<file path="config.mk">
export PLATFORM = sky130hd
export DESIGN_NAME = acc_shift_sequencer_flat
export DESIGN_NICKNAME = d
export VERILOG_FILES = /design/src/rtl/acc_shift_sequencer_if.sv /design/src/rtl/acc_shift_sequencer.sv /design/src/flat_wrapper.sv
export SDC_FILE = /design/constraint.sdc
export NUM_CORES = 1
export LEC_CHECK = 0
export BUFFER_PORTS_ARGS = -buffer_cell sky130_fd_sc_hd__buf_2
export CORE_UTILIZATION = 30
export CTS_CLUSTER_SIZE = 10
export DETAILED_ROUTE_END_ITERATION = 8
export PLACE_DENSITY_LB_ADDON = 0.12
export RECOVER_POWER = 50
export SLEW_MARGIN = 20
export SYNTH_ARGS = -nofsm -noshare
export SYNTH_HDL_FRONTEND = slang
export SYNTH_SLANG_ARGS = --single-unit
</file>
<file path="constraint.sdc">
create_clock -name clk -period 1.3 [get_ports clk]
set_input_delay 0.195 -clock clk [delete_from_list [all_inputs] [get_ports clk]]
set_output_delay 0.195 -clock clk [all_outputs]
set_load 0.03 [all_outputs]
</file>
<file path="src/rtl/acc_shift_sequencer_if.sv">
// Control-unit side bus of the accumulator shift sequencer: requests in, status out.
// The master modport is the control unit; the slave modport is the sequencer.
interface acc_shift_sequencer_if #(
  parameter int N  = 8,
  parameter int CW = 3
);
  logic          load;
  logic [N-1:0]  din;
  logic          start;
  logic          dir;
  logic [CW-1:0] amount;
  logic [N-1:0]  acc;
  logic          carry;
  logic          zero;
  logic          busy;
  logic          done;

  modport master (
    output load, din, start, dir, amount,
    input  acc, carry, zero, busy, done
  );

  modport slave (
    input  load, din, start, dir, amount,
    output acc, carry, zero, busy, done
  );
endinterface

</file>
<file path="src/rtl/acc_shift_sequencer.sv">
// Multi-cycle shift controller around an external single-position shifter.
// Holds the accumulator, replays it through the shifter once per cycle for the requested count.
module acc_shift_sequencer #(
  parameter int N  = 8,
  parameter int CW = 3
) (
  input  logic                  clk,
  input  logic                  reset_n,
  acc_shift_sequencer_if.slave  ctl,
  output logic [N-1:0]          sh_d,
  output logic                  sh_control,
  input  logic [N-1:0]          sh_q
);

  localparam logic [1:0] IDLE  = 2'd0;
  localparam logic [1:0] SHIFT = 2'd1;
  localparam logic [1:0] DONE  = 2'd2;

  logic [1:0]    state_reg, state_next;
  logic [N-1:0]  acc_reg, acc_next;
  logic [CW-1:0] cnt_reg, cnt_next;
  logic          carry_reg, carry_next;
  logic          dir_reg, dir_next;

  always_comb begin
    state_next = state_reg;
    acc_next   = acc_reg;
    cnt_next   = cnt_reg;
    carry_next = carry_reg;
    dir_next   = dir_reg;
    case (state_reg)
      IDLE: begin
        // load has priority over start; a simultaneous start is dropped.
        if (ctl.load) begin
          acc_next = ctl.din;
        end else if (ctl.start) begin
          dir_next   = ctl.dir;
          carry_next = 1'b0;
          cnt_next   = ctl.amount;
          state_next = (ctl.amount != '0) ? SHIFT : DONE;
        end
      end
      SHIFT: begin
        acc_next   = sh_q;
        carry_next = dir_reg ? acc_reg[0] : acc_reg[N-1];
        cnt_next   = cnt_reg - 1'b1;
        if (cnt_reg == CW'(1)) begin
          state_next = DONE;
        end
      end
      DONE: begin
        state_next = IDLE;
      end
      default: begin
        state_next = IDLE;
      end
    endcase
  end

  always_ff @(posedge clk or negedge reset_n) begin
    if (!reset_n) begin
      state_reg <= IDLE;
      acc_reg   <= '0;
      cnt_reg   <= '0;
      carry_reg <= 1'b0;
      dir_reg   <= 1'b0;
    end else begin
      state_reg <= state_next;
      acc_reg   <= acc_next;
      cnt_reg   <= cnt_next;
      carry_reg <= carry_next;
      dir_reg   <= dir_next;
    end
  end

  // Shifter inputs come straight from registers so they hold for the whole SHIFT cycle.
  assign sh_d       = acc_reg;
  assign sh_control = dir_reg;

  assign ctl.acc   = acc_reg;
  assign ctl.carry = carry_reg;
  assign ctl.zero  = (acc_reg == '0);
  assign ctl.busy  = (state_reg != IDLE);
  assign ctl.done  = (state_reg == DONE);

endmodule

</file>
<file path="src/flat_wrapper.sv">
// flat-port wrapper written by rule: the top's interface ports become plain ports
module acc_shift_sequencer_flat 
#(
  parameter int N  = 8,
  parameter int CW = 3
)
  (clk, reset_n, sh_d, sh_control, sh_q, ctl_load, ctl_din, ctl_start, ctl_dir, ctl_amount, ctl_acc, ctl_carry, ctl_zero, ctl_busy, ctl_done);
  acc_shift_sequencer_if #(.N(N), .CW(CW)) ctl_i ();
  input  logic clk;
  input  logic reset_n;
  output logic [N-1:0] sh_d;
  output logic sh_control;
  input  logic [N-1:0] sh_q;
  input wire logic [$bits(ctl_i.load)-1:0] ctl_load;
  input wire logic [$bits(ctl_i.din)-1:0] ctl_din;
  input wire logic [$bits(ctl_i.start)-1:0] ctl_start;
  input wire logic [$bits(ctl_i.dir)-1:0] ctl_dir;
  input wire logic [$bits(ctl_i.amount)-1:0] ctl_amount;
  output wire logic [$bits(ctl_i.acc)-1:0] ctl_acc;
  output wire logic [$bits(ctl_i.carry)-1:0] ctl_carry;
  output wire logic [$bits(ctl_i.zero)-1:0] ctl_zero;
  output wire logic [$bits(ctl_i.busy)-1:0] ctl_busy;
  output wire logic [$bits(ctl_i.done)-1:0] ctl_done;
  assign ctl_i.load = ctl_load;
  assign ctl_i.din = ctl_din;
  assign ctl_i.start = ctl_start;
  assign ctl_i.dir = ctl_dir;
  assign ctl_i.amount = ctl_amount;
  assign ctl_acc = ctl_i.acc;
  assign ctl_carry = ctl_i.carry;
  assign ctl_zero = ctl_i.zero;
  assign ctl_busy = ctl_i.busy;
  assign ctl_done = ctl_i.done;
  acc_shift_sequencer #(.N(N), .CW(CW)) u_core (.clk(clk), .reset_n(reset_n), .ctl(ctl_i), .sh_d(sh_d), .sh_control(sh_control), .sh_q(sh_q));
endmodule
</file>
==> flow_metrics.env <==
export IMPL_multiInputGateArea_sq_um=454.2
export IMPL_grt_pass1_vias=810
export IMPL_vias_per_cell=4.783
export IMPL_fin_crit_ps=1666
export IMPL_firstDrtPassIters=4
export IMPL_grt_pass1_wl_mm=3.677
export IMPL_cp_data_required_time_ps=1110
export IMPL_clock_path_buffers=2
export IMPL_ant_nets=0
export IMPL_core_region_area_sq_mm=0.002758
export IMPL_cp_arrival_ps=1470
export IMPL_die_area_sq_mm=0.003126
export IMPL_reg2reg_from="u_core.state_reg[0]$_DFFE_PN0P_"
export IMPL_nFillCells=293
export IMPL_worst_path_max_delay_cell="or4_4"
export IMPL_endpoint_kind="output port"
export IMPL_max_stage_delay_ps=520
export IMPL_setup_viol=5
export IMPL_synth_seq_cells=15
export IMPL_gp_congestion=0.7298
export IMPL_antenna_cells=0
export IMPL_period_share_pct=128.1
export IMPL_layoutNonFillerInstCount=180
export IMPL_rsz0062_at_grt="yes"
export IMPL_syn_area_per_cell_sq_um=9.479
export IMPL_finClkSkew_ps=4.968
export IMPL_seqCellArea_sq_um=381.6
export IMPL_holdCritPathClass="in2reg"
export IMPL_pwr_density_cell_mw_per_mm2=2619
export IMPL_min_from="ctl_dir"
export IMPL_synth_fp_nets=118
export IMPL_cp_max_fo=2
export IMPL_yosys_area_share_simple_pct=17.50
export IMPL_placedCellCount=167
export IMPL_syn_inst=92
export IMPL_synthMuxAreaShare_pct=2.439
export IMPL_dp_hpwl_mm=1.632
export IMPL_startpoint_type="flop"
export IMPL_p_leak_nw=0.6388
export IMPL_drtIter0Drc=17
export IMPL_seq_area_frac_synth_pct=43.04
export IMPL_mostFrequentLayoutCell="buf_2"
export IMPL_synth_top_family_by_area="compound AO/OA/AOI/OAI gates"
export IMPL_die_h_um=55.92
export IMPL_synth_xor_area_share_pct=0
export IMPL_peakVddDrop_mv=1.618
export IMPL_cp_top_family="simple AND/OR/NAND/NOR gates"
export IMPL_synth_edf_count=0
export IMPL_rows=19
export IMPL_htreeDepth=1
export IMPL_fmax_ghz=0.6003
export IMPL_final_setup_worst_slack_ps=-365.8
export IMPL_post_route_util_pct=48.32
export IMPL_overflow=0
export IMPL_clockRootBuffer="clkbuf_4"
export IMPL_path_clk_slew_ps=100
export IMPL_slew_violations=0
export IMPL_grt_max_degree=18
export IMPL_crit_start="u_core.ctl.acc[1]$_DFFE_PN0P_"
export IMPL_routed_wl_mm=2.183
export IMPL_antenna_found_initial=0
export IMPL_worst_pin_slew_ps=851.0
export IMPL_maxCapViolCount=0
export IMPL_critical_path_class="reg2out"
export IMPL_grt_use_total_pct=15.07
export IMPL_clk_latency_ps=290
export IMPL_largest_reg_flops=8
export IMPL_failed_checks="negative setup slack"
export IMPL_maxSlewHeadroom_pct=43.27
export IMPL_syn_area_sq_um=872.1
export IMPL_numCtsBuffers=3
export IMPL_outcome="finished with violations"
export IMPL_synthAdderAreaFrac_pct=2.869
export IMPL_total_power_mw=3.491
export IMPL_start_util_pct=31.62
export IMPL_ys_flop_type="dfrtp_1"
export IMPL_io_pins=45
export IMPL_wl_per_cell_um=12.13
export IMPL_die_x_um=55.92
export IMPL_vias=861
export IMPL_final_nets=176
export IMPL_crit_chain="or4_4, nor2_4, buf_6"
export IMPL_clock_sinks=15
export IMPL_async_reset_ff_share_pct=100.0
export IMPL_final_cell_mix="buf_2 (35), buf_4 (19), dfrtp_1 (10), nand2_1 (8), o21ai_0 (8)"
export IMPL_synth_compound_area_share_pct=22.09
export IMPL_yosys_warnings=0
export IMPL_tns_ps=-435.2
export IMPL_hold_viol=0
export IMPL_cts_tree="yes"
export IMPL_area_delta_synth_final_pct=52.80
export IMPL_drcViolationCount=0
export IMPL_numPortBuffers=44
export IMPL_drive_gt1_share_pct=59.06
export IMPL_synth_distinct_cells=29
export IMPL_critPathBufInv=1
export IMPL_whs_ps=134.3
-- cells in the mapped netlist (all sizes together) (2+ instances only) --
| cell type | instances | share of area, % |
|---|---|---|
| a22oi | 4 | 3.4 |
| nor2b | 3 | 2.2 |
| or2 | 2 | 1.4 |
| buf | 12 | 9.9 |
| ha | 2 | 2.9 |
| or4 | 2 | 1.7 |
| a2bb2oi | 3 | 3.0 |
| and2 | 4 | 2.9 |
| nand2b | 3 | 2.2 |
| o21ai | 8 | 4.6 |
| dfrtp | 15 | 43 |
| o22a | 3 | 3.0 |
| nand2 | 8 | 3.4 |
| inv | 4 | 1.7 |
| a31oi | 4 | 2.9 |
| nor2 | 3 | 1.3 |
| a21oi | 2 | 1.1 |
-- per-stage QoR --
| stage | area, sq um | setup slack (ps) |
|---|---|---|
| 2_1_floorplan | 900.9 | -141.3 |
| 3_3_place_gp | 1167 | -107.9 |
| 3_5_place_dp | 1167 | -111.9 |
| 4_1_cts | 1251 | -384.2 |
| 5_1_grt | 1333 | -397.2 |
| 6_report | 1333 | -365.8 |
-- layout make-up --
type                            instances  area share [%]
Multi-Input combinational cell         60           34.08
Clock inverter                          1          0.3756
Tap cell                               31           2.911
Inverter                                4           1.408
Clock buffer                            3           1.690
Sequential cell                        15           28.64
Timing Repair Buffer                   66           30.89
-- logic make-up (layout without fill, tap and decap cells) --
kind of cell	count (synthesis)	after routing
compound gates	28	28
buf+inv	17	74
flops	15	15
simple gates	28	28
fa+ha+maj	2	2
mux	2	2
-- layer usage --
metal / vias up / part of all wire [%] / GRT usage (%)
li1: 430 / - / -
met1: 398 / 45 / 19.53
met2: 29 / 50 / 25.82
met3: 4 / 4.1 / 2.093
met4: 0 / 1.7 / 5.226
met5: - / 0 / 0
-- report_power, final --
group	leakage (nW)	internal [mW]	total [mW]	switching (mW)
logic	0.447	1.03	2.36	1.32
registers	0.174	0.702	0.857	0.155
clock network	0.0177	0.114	0.276	0.162
total	0.639	1.85	3.49	1.64
-- path summary, 6_finish.rpt --
path / end / slack (ps) / depth (start not counted)
max: ctl_zero / -370 / 3
min: u_core.sh_control$_DFFE_PN0P_ / 130 / 2
max reg2reg: u_core.cnt_reg[2]$_DFFE_PN0P_ / -10 / 3
min reg2reg: u_core.cnt_reg[1]$_DFFE_PN0P_ / 530 / 1
max in group asynchronous: u_core.state_reg[0]$_DFFE_PN0P_ / 200 / 2
min in group asynchronous: u_core.ctl.acc[2]$_DFFE_PN0P_ / 520 / 2
-- repair_timing --
action / CTS / global route
endpoints found under the hold margin: 15 / 0
pin swaps: 3 / 5
setup buffers: 3 / 5
cloned: 0 / 0
hold buffers: 1 / 0
resized for setup: 8 / 11
setup endpoints to repair: 5 / 15
No activity file was read; power rests on OpenSTA's default activity.
